$ cat config.mk
export PLATFORM = sky130hd
export DESIGN_NAME = elevator_request_arbiter_flat
export DESIGN_NICKNAME = d
export VERILOG_FILES = /design/src/rtl/elevator_request_arbiter_if.sv /design/src/rtl/elevator_request_arbiter.sv /design/src/flat_wrapper.sv
export SDC_FILE = /design/constraint.sdc
export NUM_CORES = 1
export LEC_CHECK = 0
export CORE_MARGIN = 10
export CORE_UTILIZATION = 52
export DETAILED_ROUTE_END_ITERATION = 7
export PLACE_DENSITY_LB_ADDON = 0.2
export SYNTH_ARGS = -nofsm -noshare
export SYNTH_HDL_FRONTEND = slang
export SYNTH_SLANG_ARGS = --single-unit
$ cat constraint.sdc
create_clock -name clk -period 4.9 [get_ports clk]
set_input_delay 0.98 -clock clk [delete_from_list [all_inputs] [get_ports clk]]
set_output_delay 0.98 -clock clk [all_outputs]
set_load 0.01 [all_outputs]
$ cat src/rtl/elevator_request_arbiter_if.sv
// Button/FSM-facing signal bundle for the elevator request arbiter.
// master: button/FSM side driving requests and floor; slave: the arbiter.
interface elevator_request_arbiter_if #(
  parameter int FLOORS_NUM = 5,
  parameter int FW = (FLOORS_NUM > 1) ? $clog2(FLOORS_NUM) : 1
);
  logic [FLOORS_NUM-1:0] btn;
  logic [FW-1:0]         curr_floor;
  logic [FLOORS_NUM-1:0] request_done;
  logic [FW-1:0]         req_floor;
  logic [FLOORS_NUM-1:0] pending;
  logic [1:0]            dir;

  modport master (
    output btn, curr_floor, request_done,
    input  req_floor, pending, dir
  );

  modport slave (
    input  btn, curr_floor, request_done,
    output req_floor, pending, dir
  );
endinterface

$ cat src/rtl/elevator_request_arbiter.sv
// SCAN-policy floor request arbiter: latches buttons, retires on request_done, picks next target.
// btn/request_done hit pending at the same edge; dir/req_floor follow one edge later; no backpressure.
module elevator_request_arbiter #(
  parameter int FLOORS_NUM = 5
) (
  input  logic                     clk,
  input  logic                     rst_n,
  elevator_request_arbiter_if.slave arb
);
  localparam int FW = (FLOORS_NUM > 1) ? $clog2(FLOORS_NUM) : 1;

  typedef enum logic [1:0] {
    A_IDLE = 2'b00,
    A_UP   = 2'b01,
    A_DOWN = 2'b10
  } dir_t;

  dir_t                  state;
  logic [FW-1:0]         req_floor_q;
  logic [FLOORS_NUM-1:0] pending_q;

  logic [FLOORS_NUM-1:0] cur_oh;
  logic [FLOORS_NUM-1:0] above;
  logic [FLOORS_NUM-1:0] below;
  logic [FLOORS_NUM-1:0] pending_nxt;
  logic [FW-1:0]         lo_above;
  logic [FW-1:0]         hi_below;
  logic [FW-1:0]         d_up;
  logic [FW-1:0]         d_down;
  logic [FW-1:0]         idle_tgt;
  logic                  any_above;
  logic                  any_below;

  always_comb begin
    cur_oh   = '0;
    above    = '0;
    below    = '0;
    lo_above = '0;
    hi_below = '0;
    for (int i = 0; i < FLOORS_NUM; i++) begin
      cur_oh[i] = (i == int'(arb.curr_floor));
      above[i]  = pending_q[i] & (i > int'(arb.curr_floor));
      below[i]  = pending_q[i] & (i < int'(arb.curr_floor));
    end
    // Scan downward so the last hit is the lowest floor ahead when going up.
    for (int i = FLOORS_NUM - 1; i >= 0; i--) begin
      if (above[i]) lo_above = FW'(i);
    end
    for (int i = 0; i < FLOORS_NUM; i++) begin
      if (below[i]) hi_below = FW'(i);
    end
    any_above = |above;
    any_below = |below;
    d_up      = lo_above - arb.curr_floor;
    d_down    = arb.curr_floor - hi_below;
    idle_tgt  = (int'(arb.curr_floor) < FLOORS_NUM) ? arb.curr_floor : '0;
    // Parked car swallows presses at its own floor; clear beats a same-cycle press.
    pending_nxt = (pending_q | arb.btn) & ~arb.request_done
                  & ~((state == A_IDLE) ? cur_oh : '0);
  end

  always_ff @(posedge clk or negedge rst_n) begin
    if (!rst_n) begin
      state       <= A_IDLE;
      req_floor_q <= '0;
      pending_q   <= '0;
    end else begin
      pending_q <= pending_nxt;
      case (state)
        A_IDLE: begin
          if (any_above && (!any_below || d_up <= d_down)) begin
            state       <= A_UP;
            req_floor_q <= lo_above;
          end else if (any_below) begin
            state       <= A_DOWN;
            req_floor_q <= hi_below;
          end else begin
            state       <= A_IDLE;
            req_floor_q <= idle_tgt;
          end
        end
        A_UP: begin
          if (any_above) begin
            state       <= A_UP;
            req_floor_q <= lo_above;
          end else if (any_below) begin
            state       <= A_DOWN;
            req_floor_q <= hi_below;
          end else begin
            state       <= A_IDLE;
            req_floor_q <= idle_tgt;
          end
        end
        A_DOWN: begin
          if (any_below) begin
            state       <= A_DOWN;
            req_floor_q <= hi_below;
          end else if (any_above) begin
            state       <= A_UP;
            req_floor_q <= lo_above;
          end else begin
            state       <= A_IDLE;
            req_floor_q <= idle_tgt;
          end
        end
        default: begin
          state       <= A_IDLE;
          req_floor_q <= idle_tgt;
        end
      endcase
    end
  end

  assign arb.pending   = pending_q;
  assign arb.req_floor = req_floor_q;
  assign arb.dir       = state;
endmodule

$ cat src/flat_wrapper.sv
// flat-port wrapper written by rule: the top's interface ports become plain ports
module elevator_request_arbiter_flat 
#(
  parameter int FLOORS_NUM = 5
)
  (clk, rst_n, arb_btn, arb_curr_floor, arb_request_done, arb_req_floor, arb_pending, arb_dir);
  elevator_request_arbiter_if #(.FLOORS_NUM(FLOORS_NUM)) arb_i ();
  input  logic clk;
  input  logic rst_n;
  input wire logic [$bits(arb_i.btn)-1:0] arb_btn;
  input wire logic [$bits(arb_i.curr_floor)-1:0] arb_curr_floor;
  input wire logic [$bits(arb_i.request_done)-1:0] arb_request_done;
  output wire logic [$bits(arb_i.req_floor)-1:0] arb_req_floor;
  output wire logic [$bits(arb_i.pending)-1:0] arb_pending;
  output wire logic [$bits(arb_i.dir)-1:0] arb_dir;
  assign arb_i.btn = arb_btn;
  assign arb_i.curr_floor = arb_curr_floor;
  assign arb_i.request_done = arb_request_done;
  assign arb_req_floor = arb_i.req_floor;
  assign arb_pending = arb_i.pending;
  assign arb_dir = arb_i.dir;
  elevator_request_arbiter #(.FLOORS_NUM(FLOORS_NUM)) u_core (.clk(clk), .rst_n(rst_n), .arb(arb_i));
endmodule
==> flow_summary.html, run 1 <==
<table>
<tr><th>Metric</th><th>Value</th></tr>
<tr><th colspan="2">Drt</th></tr>
<tr><td>Number of DRC violations after detailed routing</td><td>0</td></tr>
<tr><td>Vias after detailed routing</td><td>937</td></tr>
<tr><td>WL final</td><td>2610 um</td></tr>
<tr><td>Antenna-violating nets left</td><td>0</td></tr>
<tr><td>Drt wl/cell</td><td>16.3 um</td></tr>
<tr><td>Vias per inst</td><td>5.86</td></tr>
<tr><td>Number of DRC markers in iteration 0</td><td>42</td></tr>
<tr><td>Detailed-routing iteration count for the pre-antenna-repair pass</td><td>4</td></tr>
<tr><th colspan="2">Global route</th></tr>
<tr><td>Overflow after GRT</td><td>0</td></tr>
<tr><td>Via count of the first global-routing pass</td><td>926</td></tr>
<tr><td>Number of antenna violations at the first check in global routing</td><td>0</td></tr>
<tr><td>Wire length of the first global-routing pass</td><td>4430 um</td></tr>
<tr><td>Pin count of the biggest net entering global routing</td><td>21</td></tr>
<tr><td>Overall global routing resource usage</td><td>13.3%</td></tr>
<tr><th colspan="2">Synth</th></tr>
<tr><td>Largest cells by area after synthesis</td><td>sky130_fd_sc_hd__dfrtp_1 (26%), sky130_fd_sc_hd__nor2_1 (6.5%), sky130_fd_sc_hd__ha_1 (6.4%)</td></tr>
<tr><td>Post-synthesis cell type with the largest combined area</td><td>sky130_fd_sc_hd__dfrtp_1</td></tr>
<tr><td>Yosys warning count</td><td>0</td></tr>
<tr><td>Area share of the leading cell type in the synthesized netlist</td><td>25.6%</td></tr>
<tr><td>Register bit count reported by yosys</td><td>10</td></tr>
<tr><td>Share of flip-flops with an asynchronous set or reset</td><td>100%</td></tr>
<tr><td>Sequential share of the synthesized area</td><td>25.6%</td></tr>
<tr><td>Ys flop type</td><td>sky130_fd_sc_hd__dfrtp_1</td></tr>
<tr><td>Average cell area after synthesis</td><td>8.42 sq um</td></tr>
<tr><td>Net count after synthesis</td><td>138</td></tr>
<tr><td>Number of synthesized flops with an enable pin</td><td>0</td></tr>
<tr><td>Cell area after synthesis</td><td>977 sq um</td></tr>
<tr><td>Instance count of the mapped netlist</td><td>116</td></tr>
<tr><td>Number of library cell types mapped by synthesis</td><td>43</td></tr>
<tr><th colspan="2">Min path</th></tr>
<tr><td>Worst hold path class</td><td>flip-flop to flip-flop</td></tr>
<tr><td>Number of stages on the worst hold path</td><td>2</td></tr>
<tr><th colspan="2">Cells and area</th></tr>
<tr><td>Final cell area excluding filler cells</td><td>0.00122 sq mm</td></tr>
<tr><td>Filler cells</td><td>160</td></tr>
<tr><td>Combined area of the multi-input logic cells</td><td>634 sq um</td></tr>
<tr><td>Sequential cell area</td><td>250 sq um</td></tr>
<tr><td>Area growth syn-to-layout</td><td>24.5%</td></tr>
<tr><td>Fraction of layout cells with a size suffix above 1</td><td>8.15%</td></tr>
<tr><td>NumNets Final</td><td>159</td></tr>
<tr><td>Ant. Diodes</td><td>0</td></tr>
<tr><th colspan="2">Timing</th></tr>
<tr><td>Min cycle time layout</td><td>4.17 ns</td></tr>
<tr><td>Post-route fraction of the period consumed by the critical path</td><td>85.2%</td></tr>
<tr><td>RSZ-0062 raised after global routing</td><td>no</td></tr>
<tr><td>Fin Setup TNS</td><td>0 ns</td></tr>
<tr><td>Maximum clock skew at final layout</td><td>0.00263 ns</td></tr>
<tr><td>Slew at the pin closest to its max-slew limit</td><td>0.595 ns</td></tr>
<tr><td>Finish-stage setup viols</td><td>0</td></tr>
<tr><td>Count of endpoints failing hold in the final timing report</td><td>0</td></tr>
<tr><td>Upper clock frequency limit</td><td>240 MHz</td></tr>
<tr><td>Headroom to the max-slew limit</td><td>60.2%</td></tr>
<tr><td>Slew Viols, Final</td><td>0</td></tr>
<tr><th colspan="2">Worst setup path</th></tr>
<tr><td>Delay of the slowest critical-path stage</td><td>0.63 ns</td></tr>
<tr><td>Buffers plus inverters on the worst setup path</td><td>2</td></tr>
<tr><td>Flop-to-flop setup slack</td><td>1.72 ns</td></tr>
<tr><td>Number of stages on the worst setup path</td><td>11</td></tr>
<tr><td>Slowest-stage cell, CP</td><td>sky130_fd_sc_hd__clkdlybuf4s50_1</td></tr>
<tr><td>Crit Path Class</td><td>input port to flip-flop</td></tr>
<tr><td>Startpoint type of the worst setup path</td><td>input port</td></tr>
<tr><td>Endpoint class of the critical path</td><td>flip-flop</td></tr>
<tr><td>Kind of cell with the highest combined delay on the critical path</td><td>compound AO/OA/AOI/OAI gates</td></tr>
<tr><td>CP required</td><td>5.03 ns</td></tr>
<tr><td>Depth of the most critical reg-to-reg path</td><td>13</td></tr>
<tr><td>Largest driver fanout on the critical path</td><td>12</td></tr>
<tr><td>Cell Chain, Critical Path</td><td>clkdlybuf4s50_1 &gt; o21ai_0 &gt; inv_1 &gt; a22oi_1 &gt; ha_1 &gt; fa_1 &gt; ha_1 &gt; a311oi_1 &gt; nand3_2 &gt; a21oi_1 &gt; o21ai_0</td></tr>
<tr><td>Worst Path Arrival</td><td>4.30 ns</td></tr>
<tr><th colspan="2">Power and ir drop</th></tr>
<tr><td>Pwr per Cell Area</td><td>276 mW/mm^2</td></tr>
<tr><td>Leakage power</td><td>0.502 nW</td></tr>
<tr><td>Maximum vdd drop</td><td>262 uV</td></tr>
<tr><th colspan="2">Clock network</th></tr>
<tr><td>Number of hold buffers added after cts</td><td>0</td></tr>
<tr><td>Number of gates resized after CTS</td><td>0</td></tr>
<tr><td>Clock latency on the worst-skew pair</td><td>0.26 ns</td></tr>
<tr><td>CTS tree</td><td>yes</td></tr>
<tr><td>Setup bufs post-CTS</td><td>0</td></tr>
<tr><td>Level count of the clock H-tree</td><td>1</td></tr>
<tr><td>Number of buffers added by the clock tree synthesis step</td><td>3</td></tr>
<tr><td>CTS Sinks</td><td>10</td></tr>
<tr><td>Clk slew on worst S/H paths</td><td>0.06 ns</td></tr>
<tr><td>Max Root-Sink Buffers</td><td>2</td></tr>
<tr><td>Cell at the root of the clock tree</td><td>sky130_fd_sc_hd__clkbuf_4</td></tr>
<tr><th colspan="2">Floorplanning</th></tr>
<tr><td>Horizontal die dimension</td><td>63.4 um</td></tr>
<tr><td>Height of the chip</td><td>63.4 um</td></tr>
<tr><td>Standard-cell rows</td><td>15</td></tr>
<tr><td>I/O pins</td><td>25</td></tr>
<tr><td>Die Outline Area</td><td>0.00401 sq mm</td></tr>
<tr><td>Effective utilization at floorplan</td><td>56.0%</td></tr>
<tr><td>Core box area</td><td>0.00175 sq mm</td></tr>
<tr><th colspan="2">Placement</th></tr>
<tr><td>Placement Cell Area</td><td>0.00119 sq mm</td></tr>
<tr><td>Estimated wirelength of the detail-placed design</td><td>2100 um</td></tr>
<tr><td>Routability cong.</td><td>0.833</td></tr>
<tr><td>I/O Buffers</td><td>24</td></tr>
<tr><th colspan="2">Run status</th></tr>
<tr><td>Status</td><td>completed</td></tr>
<tr><th colspan="2">Job</th></tr>
<tr><td>Maximum capacitance violations</td><td>0</td></tr>
</table>
==> flip-flops by register name, summed over array words and instances (netlist names) <==
name                  cells
u_core.arb.pending        5
u_core.arb.req_floor      3
u_core.arb.dir            2
==> cell usage in the layout, fill, tap and decap left out, drive strengths merged, types with 2 or more instances in the layout <==
cell type      instances
nand2b                 4
o21ai                  9
and2                   2
a21boi                 2
inv                    8
nand2                  4
o32ai                  2
ha                     5
nor2                  18
clkdlybuf4s50         24
clkbuf                 3
nor3                   5
a311oi                 2
a211oi                 6
fa                     2
nand3                  3
dfrtp                 10
nor4                   2
a21oi                  4
==> synthesized netlist by cell type, types with 4 or more instances <==
library cell	count
sky130_fd_sc_hd__nor2_1	17
sky130_fd_sc_hd__dfrtp_1	10
sky130_fd_sc_hd__o21ai_0	9
sky130_fd_sc_hd__inv_1	8
sky130_fd_sc_hd__buf_2	5
sky130_fd_sc_hd__ha_1	5
sky130_fd_sc_hd__nor3_1	5
sky130_fd_sc_hd__a211oi_1	4
sky130_fd_sc_hd__a21oi_1	4
sky130_fd_sc_hd__nand2_1	4
sky130_fd_sc_hd__nand2b_1	4
==> worst paths after layout <==
kind                                                      start                           endpoint
worst max-delay path                          arb_curr_floor[0]  u_core.arb.req_floor[2]$_DFF_PN0_
worst min-delay path            u_core.arb.pending[4]$_DFF_PN0_    u_core.arb.pending[4]$_DFF_PN0_
worst max register to register  u_core.arb.pending[1]$_DFF_PN0_  u_core.arb.req_floor[2]$_DFF_PN0_
worst min register to register  u_core.arb.pending[4]$_DFF_PN0_    u_core.arb.pending[4]$_DFF_PN0_
max in group asynchronous                                 rst_n        u_core.arb.dir[0]$_DFF_PN0_
min in group asynchronous                                 rst_n    u_core.arb.pending[1]$_DFF_PN0_
==> cell families after synthesis <==
| logic type | count (synthesis) | share of synthesized area, % |
|---|---|---|
| xor gates and xnor gates | 2 | 1.79 |
| adders and majority gates | 7 | 10.5 |
| AOI/OAI and AO/OA | 38 | 30.6 |
| buffers and inverters | 17 | 9.47 |
| and+or+nand+nor | 42 | 22.0 |
| DFF | 10 | 25.6 |
==> worst reg2reg max path, stage by stage (launching register included) <==
cell,delay [ns]
sky130_fd_sc_hd__dfrtp_1,0.53
sky130_fd_sc_hd__and2b_1,0.20
sky130_fd_sc_hd__a21oi_1,0.05
sky130_fd_sc_hd__o32ai_1,0.15
sky130_fd_sc_hd__nand2b_1,0.15
sky130_fd_sc_hd__ha_1,0.21
sky130_fd_sc_hd__fa_1,0.37
sky130_fd_sc_hd__xnor2_1,0.15
sky130_fd_sc_hd__ha_1,0.30
sky130_fd_sc_hd__nor2_1,0.05
sky130_fd_sc_hd__a311oi_1,0.34
sky130_fd_sc_hd__nand3_2,0.15
sky130_fd_sc_hd__a21oi_1,0.25
sky130_fd_sc_hd__o21ai_0,0.16
==> area by class of cell <==
class / instances / area share [%]
Multi-Input combinational cell: 89 / 52.2
Sequential cell: 10 / 20.6
Inverter: 8 / 2.47
Tap cell: 25 / 2.57
Clock buffer: 3 / 1.85
Timing Repair Buffer: 25 / 20.4
==> per-layer routing <==
metal	GRT usage [%]	vias up	routed length, um
met4	3.01	0	30
met2	21.0	35	1260
met1	16.9	436	1160
li1	-	461	-
met5	0	-	0
met3	4.59	5	164
==> where the power goes <==
group / switching (mW) / total, mW / internal (mW) / leakage [nW]
clock: 0.0266 / 0.0549 / 0.0283 / 0.0138
sequential: 0.0233 / 0.120 / 0.0963 / 0.126
combinational: 0.0785 / 0.161 / 0.0823 / 0.362
total: 0.128 / 0.335 / 0.207 / 0.502
==> stage by stage <==
stage / power [mW] / std cells / setup WS [ns] / utilization [%] / hold WS (ns)
2_1_floorplan: 0.222 / 116 / 1.41 / - / 0.652
3_3_place_gp: 0.278 / 157 / 0.628 / 68.4 / 0.676
3_5_place_dp: 0.284 / 157 / 0.466 / 68.4 / 0.681
4_1_cts: 0.338 / 160 / 0.729 / 69.7 / 0.690
5_1_grt: 0.363 / 160 / 0.380 / 69.7 / 0.757
6_report: 0.335 / 160 / 0.726 / 69.7 / 0.691
Power figures use the tool's default switching activity.
==> run 2: changes to the inputs <==
--- a/config.mk
+++ b/config.mk
@@ -5,7 +5,7 @@
 export SDC_FILE = /design/constraint.sdc
 export NUM_CORES = 1
 export LEC_CHECK = 0
-export CORE_MARGIN = 10
+export CORE_MARGIN = 2
 export CORE_UTILIZATION = 52
 export DETAILED_ROUTE_END_ITERATION = 7
 export PLACE_DENSITY_LB_ADDON = 0.2
==> run 2 against run 1 <==
Total power down 0.16%. Non-clock buffer count unchanged. Highest routed layer unchanged. Clock skew grew 0.0022 ns. Setup slack improved by 0.044 ns. Cell area unchanged. Die area fell by 44%. Combinational power hardly changed. First-iteration DRC count increased by 17%.
==> flow_summary.html, run 2 (synthesized netlist as in run 1, its figures left out) <==
<table>
<tr><th>Metric</th><th>Value</th></tr>
<tr><th colspan="2">Power and ir drop</th></tr>
<tr><td>Part of the power in the clock network</td><td>16.4% (about the same)</td></tr>
<tr><td>Pwr per Cell Area</td><td>275 mW/mm^2 (-0.16%)</td></tr>
<tr><td>Power spent charging and discharging nets</td><td>0.128 mW (-0.46%)</td></tr>
<tr><td>Maximum vdd drop</td><td>202 uV (-23%)</td></tr>
<tr><td>Total power of the final layout</td><td>0.335 mW (-0.16%)</td></tr>
<tr><td>Internal Power</td><td>0.207 mW (about the same)</td></tr>
<tr><td>Sequential power share</td><td>35.9% (+0.2 points)</td></tr>
<tr><td>Part of the power in combinational logic</td><td>47.7% (-0.3 points)</td></tr>
<tr><td>Switch share</td><td>38.2% (-0.11 points)</td></tr>
<tr><td>Leakage power</td><td>0.502 nW (unchanged)</td></tr>
<tr><th colspan="2">Drt</th></tr>
<tr><td>Number of DRC violations after detailed routing</td><td>0 (unchanged)</td></tr>
<tr><td>Drt wl/cell</td><td>15.0 um (-8.2%)</td></tr>
<tr><td>Number of DRC markers in iteration 0</td><td>49 (+17%)</td></tr>
<tr><td>Vias per inst</td><td>5.94 (+1.4%)</td></tr>
<tr><td>Detailed-routing iteration count for the pre-antenna-repair pass</td><td>4 (unchanged)</td></tr>
<tr><td>WL final</td><td>2400 um (-8.2%)</td></tr>
<tr><td>Vias after detailed routing</td><td>950 (+1.4%)</td></tr>
<tr><td>Antenna-violating nets left</td><td>0 (unchanged)</td></tr>
<tr><th colspan="2">Timing</th></tr>
<tr><td>Fin Setup TNS</td><td>0 ns (unchanged)</td></tr>
<tr><td>Min cycle time layout</td><td>4.13 ns (-0.0437 ns)</td></tr>
<tr><td>Count of endpoints failing hold in the final timing report</td><td>0 (unchanged)</td></tr>
<tr><td>Upper clock frequency limit</td><td>242 MHz (+1.1%)</td></tr>
<tr><td>Slew Viols, Final</td><td>0 (unchanged)</td></tr>
<tr><td>Maximum clock skew at final layout</td><td>0.00484 ns (+0.00221 ns)</td></tr>
<tr><td>Headroom to the max-slew limit</td><td>58.2% (-2.0 points)</td></tr>
<tr><td>Post-route fraction of the period consumed by the critical path</td><td>84.3% (-0.89 points)</td></tr>
<tr><td>Slew at the pin closest to its max-slew limit</td><td>0.625 ns (+0.0296 ns)</td></tr>
<tr><td>Setup ws final</td><td>0.769 ns (+0.0437 ns)</td></tr>
<tr><td>RSZ-0062 raised after global routing</td><td>no</td></tr>
<tr><td>Fin Hold WS</td><td>0.697 ns (+0.00584 ns)</td></tr>
<tr><td>Finish-stage setup viols</td><td>0 (unchanged)</td></tr>
<tr><th colspan="2">Clock network</th></tr>
<tr><td>Level count of the clock H-tree</td><td>1 (unchanged)</td></tr>
<tr><td>Cell at the root of the clock tree</td><td>sky130_fd_sc_hd__clkbuf_4</td></tr>
<tr><td>CTS Sinks</td><td>10 (unchanged)</td></tr>
<tr><td>Number of gates resized after CTS</td><td>0 (unchanged)</td></tr>
<tr><td>Number of buffers added by the clock tree synthesis step</td><td>3 (unchanged)</td></tr>
<tr><td>Max Root-Sink Buffers</td><td>2 (unchanged)</td></tr>
<tr><td>Clk slew on worst S/H paths</td><td>0.06 ns (about the same)</td></tr>
<tr><td>CTS tree</td><td>yes</td></tr>
<tr><td>Number of hold buffers added after cts</td><td>0 (unchanged)</td></tr>
<tr><td>Clock latency on the worst-skew pair</td><td>0.26 ns (about the same)</td></tr>
<tr><td>Setup bufs post-CTS</td><td>0 (unchanged)</td></tr>
<tr><th colspan="2">Placement</th></tr>
<tr><td>Placement Cell Area</td><td>0.00119 sq mm (unchanged)</td></tr>
<tr><td>Estimated wirelength of the detail-placed design</td><td>1850 um (-12%)</td></tr>
<tr><td>Post-placement cell count</td><td>157 (unchanged)</td></tr>
<tr><td>I/O Buffers</td><td>24 (unchanged)</td></tr>
<tr><td>Post-placement setup slack</td><td>0.500 ns (+0.0337 ns)</td></tr>
<tr><td>Routability cong.</td><td>0.866 (+3.9%)</td></tr>
<tr><th colspan="2">Cells and area</th></tr>
<tr><td>Fraction of layout cells with a size suffix above 1</td><td>8.15% (unchanged)</td></tr>
<tr><td>Post-layout instance count excluding filler cells</td><td>160 (unchanged)</td></tr>
<tr><td>NumNets Final</td><td>159 (unchanged)</td></tr>
<tr><td>Ant. Diodes</td><td>0 (unchanged)</td></tr>
<tr><td>Sequential cell area</td><td>250 sq um (unchanged)</td></tr>
<tr><td>Area growth syn-to-layout</td><td>24.5% (unchanged)</td></tr>
<tr><td>Final core utilization</td><td>69.7% (unchanged)</td></tr>
<tr><td>Max reg flops</td><td>5 (unchanged)</td></tr>
<tr><td>Filler cells</td><td>145 (-9.4%)</td></tr>
<tr><td>Final cell area excluding filler cells</td><td>0.00122 sq mm (unchanged)</td></tr>
<tr><td>Combined area of the multi-input logic cells</td><td>634 sq um (unchanged)</td></tr>
<tr><td>Most common library cell in the layout ignoring fill and taps</td><td>sky130_fd_sc_hd__clkdlybuf4s50_1</td></tr>
<tr><td>Top library cells by usage in the layout, fill and taps aside</td><td>sky130_fd_sc_hd__clkdlybuf4s50_1 (24), sky130_fd_sc_hd__nor2_1 (17), sky130_fd_sc_hd__dfrtp_1 (10)</td></tr>
<tr><th colspan="2">Worst setup path</th></tr>
<tr><td>Slowest-stage cell, CP</td><td>sky130_fd_sc_hd__clkdlybuf4s50_1</td></tr>
<tr><td>Cell Chain, Critical Path</td><td>clkdlybuf4s50_1 &gt; o21ai_0 &gt; nand3_1 &gt; a22oi_1 &gt; ha_1 &gt; fa_1 &gt; xor2_1 &gt; ha_1 &gt; nor2_1 &gt; a311oi_1 &gt; nand3_2 &gt; a21oi_1 &gt; o221ai_1</td></tr>
<tr><td>Worst Path Arrival</td><td>4.25 ns (-0.05 ns)</td></tr>
<tr><td>Endpoint class of the critical path</td><td>flip-flop</td></tr>
<tr><td>Crit Path Class</td><td>input port to flip-flop</td></tr>
<tr><td>Crit-path most repeated cell</td><td>sky130_fd_sc_hd__ha_1</td></tr>
<tr><td>Delay of the slowest critical-path stage</td><td>0.87 ns (+0.24 ns)</td></tr>
<tr><td>Largest driver fanout on the critical path</td><td>20 (+8)</td></tr>
<tr><td>CP required</td><td>5.02 ns (about the same)</td></tr>
<tr><td>Startpoint type of the worst setup path</td><td>input port</td></tr>
<tr><th colspan="2">Min path</th></tr>
<tr><td>Worst hold path class</td><td>flip-flop to flip-flop</td></tr>
<tr><th colspan="2">Floorplanning</th></tr>
<tr><td>Horizontal die dimension</td><td>47.4 um (-25%)</td></tr>
<tr><td>Height of the chip</td><td>47.4 um (-25%)</td></tr>
<tr><td>Core box area</td><td>0.00175 sq mm (unchanged)</td></tr>
<tr><td>I/O pins</td><td>25 (unchanged)</td></tr>
<tr><td>Die Outline Area</td><td>0.00224 sq mm (-44%)</td></tr>
<tr><td>Effective utilization at floorplan</td><td>56.0% (unchanged)</td></tr>
<tr><td>Standard-cell rows</td><td>15 (unchanged)</td></tr>
<tr><th colspan="2">Run status</th></tr>
<tr><td>Status</td><td>completed</td></tr>
<tr><th colspan="2">Job</th></tr>
<tr><td>Maximum capacitance violations</td><td>0 (unchanged)</td></tr>
<tr><th colspan="2">Global route</th></tr>
<tr><td>Pin count of the biggest net entering global routing</td><td>21 (unchanged)</td></tr>
<tr><td>Via count of the first global-routing pass</td><td>869 (-6.2%)</td></tr>
<tr><td>Overall global routing resource usage</td><td>23.5% (+10 points)</td></tr>
<tr><td>Number of antenna violations at the first check in global routing</td><td>0 (unchanged)</td></tr>
<tr><td>Wire length of the first global-routing pass</td><td>3730 um (-16%)</td></tr>
<tr><td>Overflow after GRT</td><td>0 (unchanged)</td></tr>
</table>
run 2: cell counts in the layout (fill, tap and decap cells not counted):
Identical to the previous run, type by type.
run 2: path summary, 6_finish.rpt:
check	start	end	slack [ns]	cells after the start
worst max-delay path	arb_curr_floor[2]	u_core.arb.req_floor[0]$_DFF_PN0_	0.77	13
worst min-delay path	u_core.arb.pending[4]$_DFF_PN0_	u_core.arb.pending[4]$_DFF_PN0_	0.70	2
worst max register to register	u_core.arb.pending[1]$_DFF_PN0_	u_core.arb.req_floor[0]$_DFF_PN0_	1.75	13
worst min register to register	u_core.arb.pending[4]$_DFF_PN0_	u_core.arb.pending[4]$_DFF_PN0_	0.70	2
max in group asynchronous	rst_n	u_core.arb.pending[0]$_DFF_PN0_	3.57	1
min in group asynchronous	rst_n	u_core.arb.req_floor[2]$_DFF_PN0_	1.03	1
run 2: critical path, delay by kind of cell:
family,cells,cell delay [ns]
AO/OA/AOI/OAI,5,1.01
adder cells (fa/ha/maj),3,0.91
buffers and inverters,1,0.87
AND/OR/NAND/NOR,3,0.31
XOR/XNOR,1,0.17
run 2: layer usage:
metal / routed length [um] / global-route usage (%) / part of all wire (%)
met1: 997 / 29.2 / 42
met2: 1170 / 40.0 / 49
met3: 206 / 6.54 / 8.6
met4: 29 / 5.56 / 1.2
met5: 0 / 0 / 0
run 2: area by class of cell:
cell class	count	share of cell area (%)
repair buffers	25	20.4
multi-input cells	89	52.2
well taps	25	2.57
clock buffers	3	1.85
flip-flops and latches	10	20.6
inverters	8	2.47
run 2: power groups by stage:
stage | Combinational [mW] | Clock [mW] | Sequential, mW
6_report | 0.160 | 0.0548 | 0.120
5_1_grt | 0.180 | 0.0607 | 0.123
4_1_cts | 0.161 | 0.0557 | 0.120
3_5_place_dp | 0.160 | 0 | 0.121
3_3_place_gp | 0.156 | 0 | 0.121
2_1_floorplan | 0.109 | 0 | 0.113
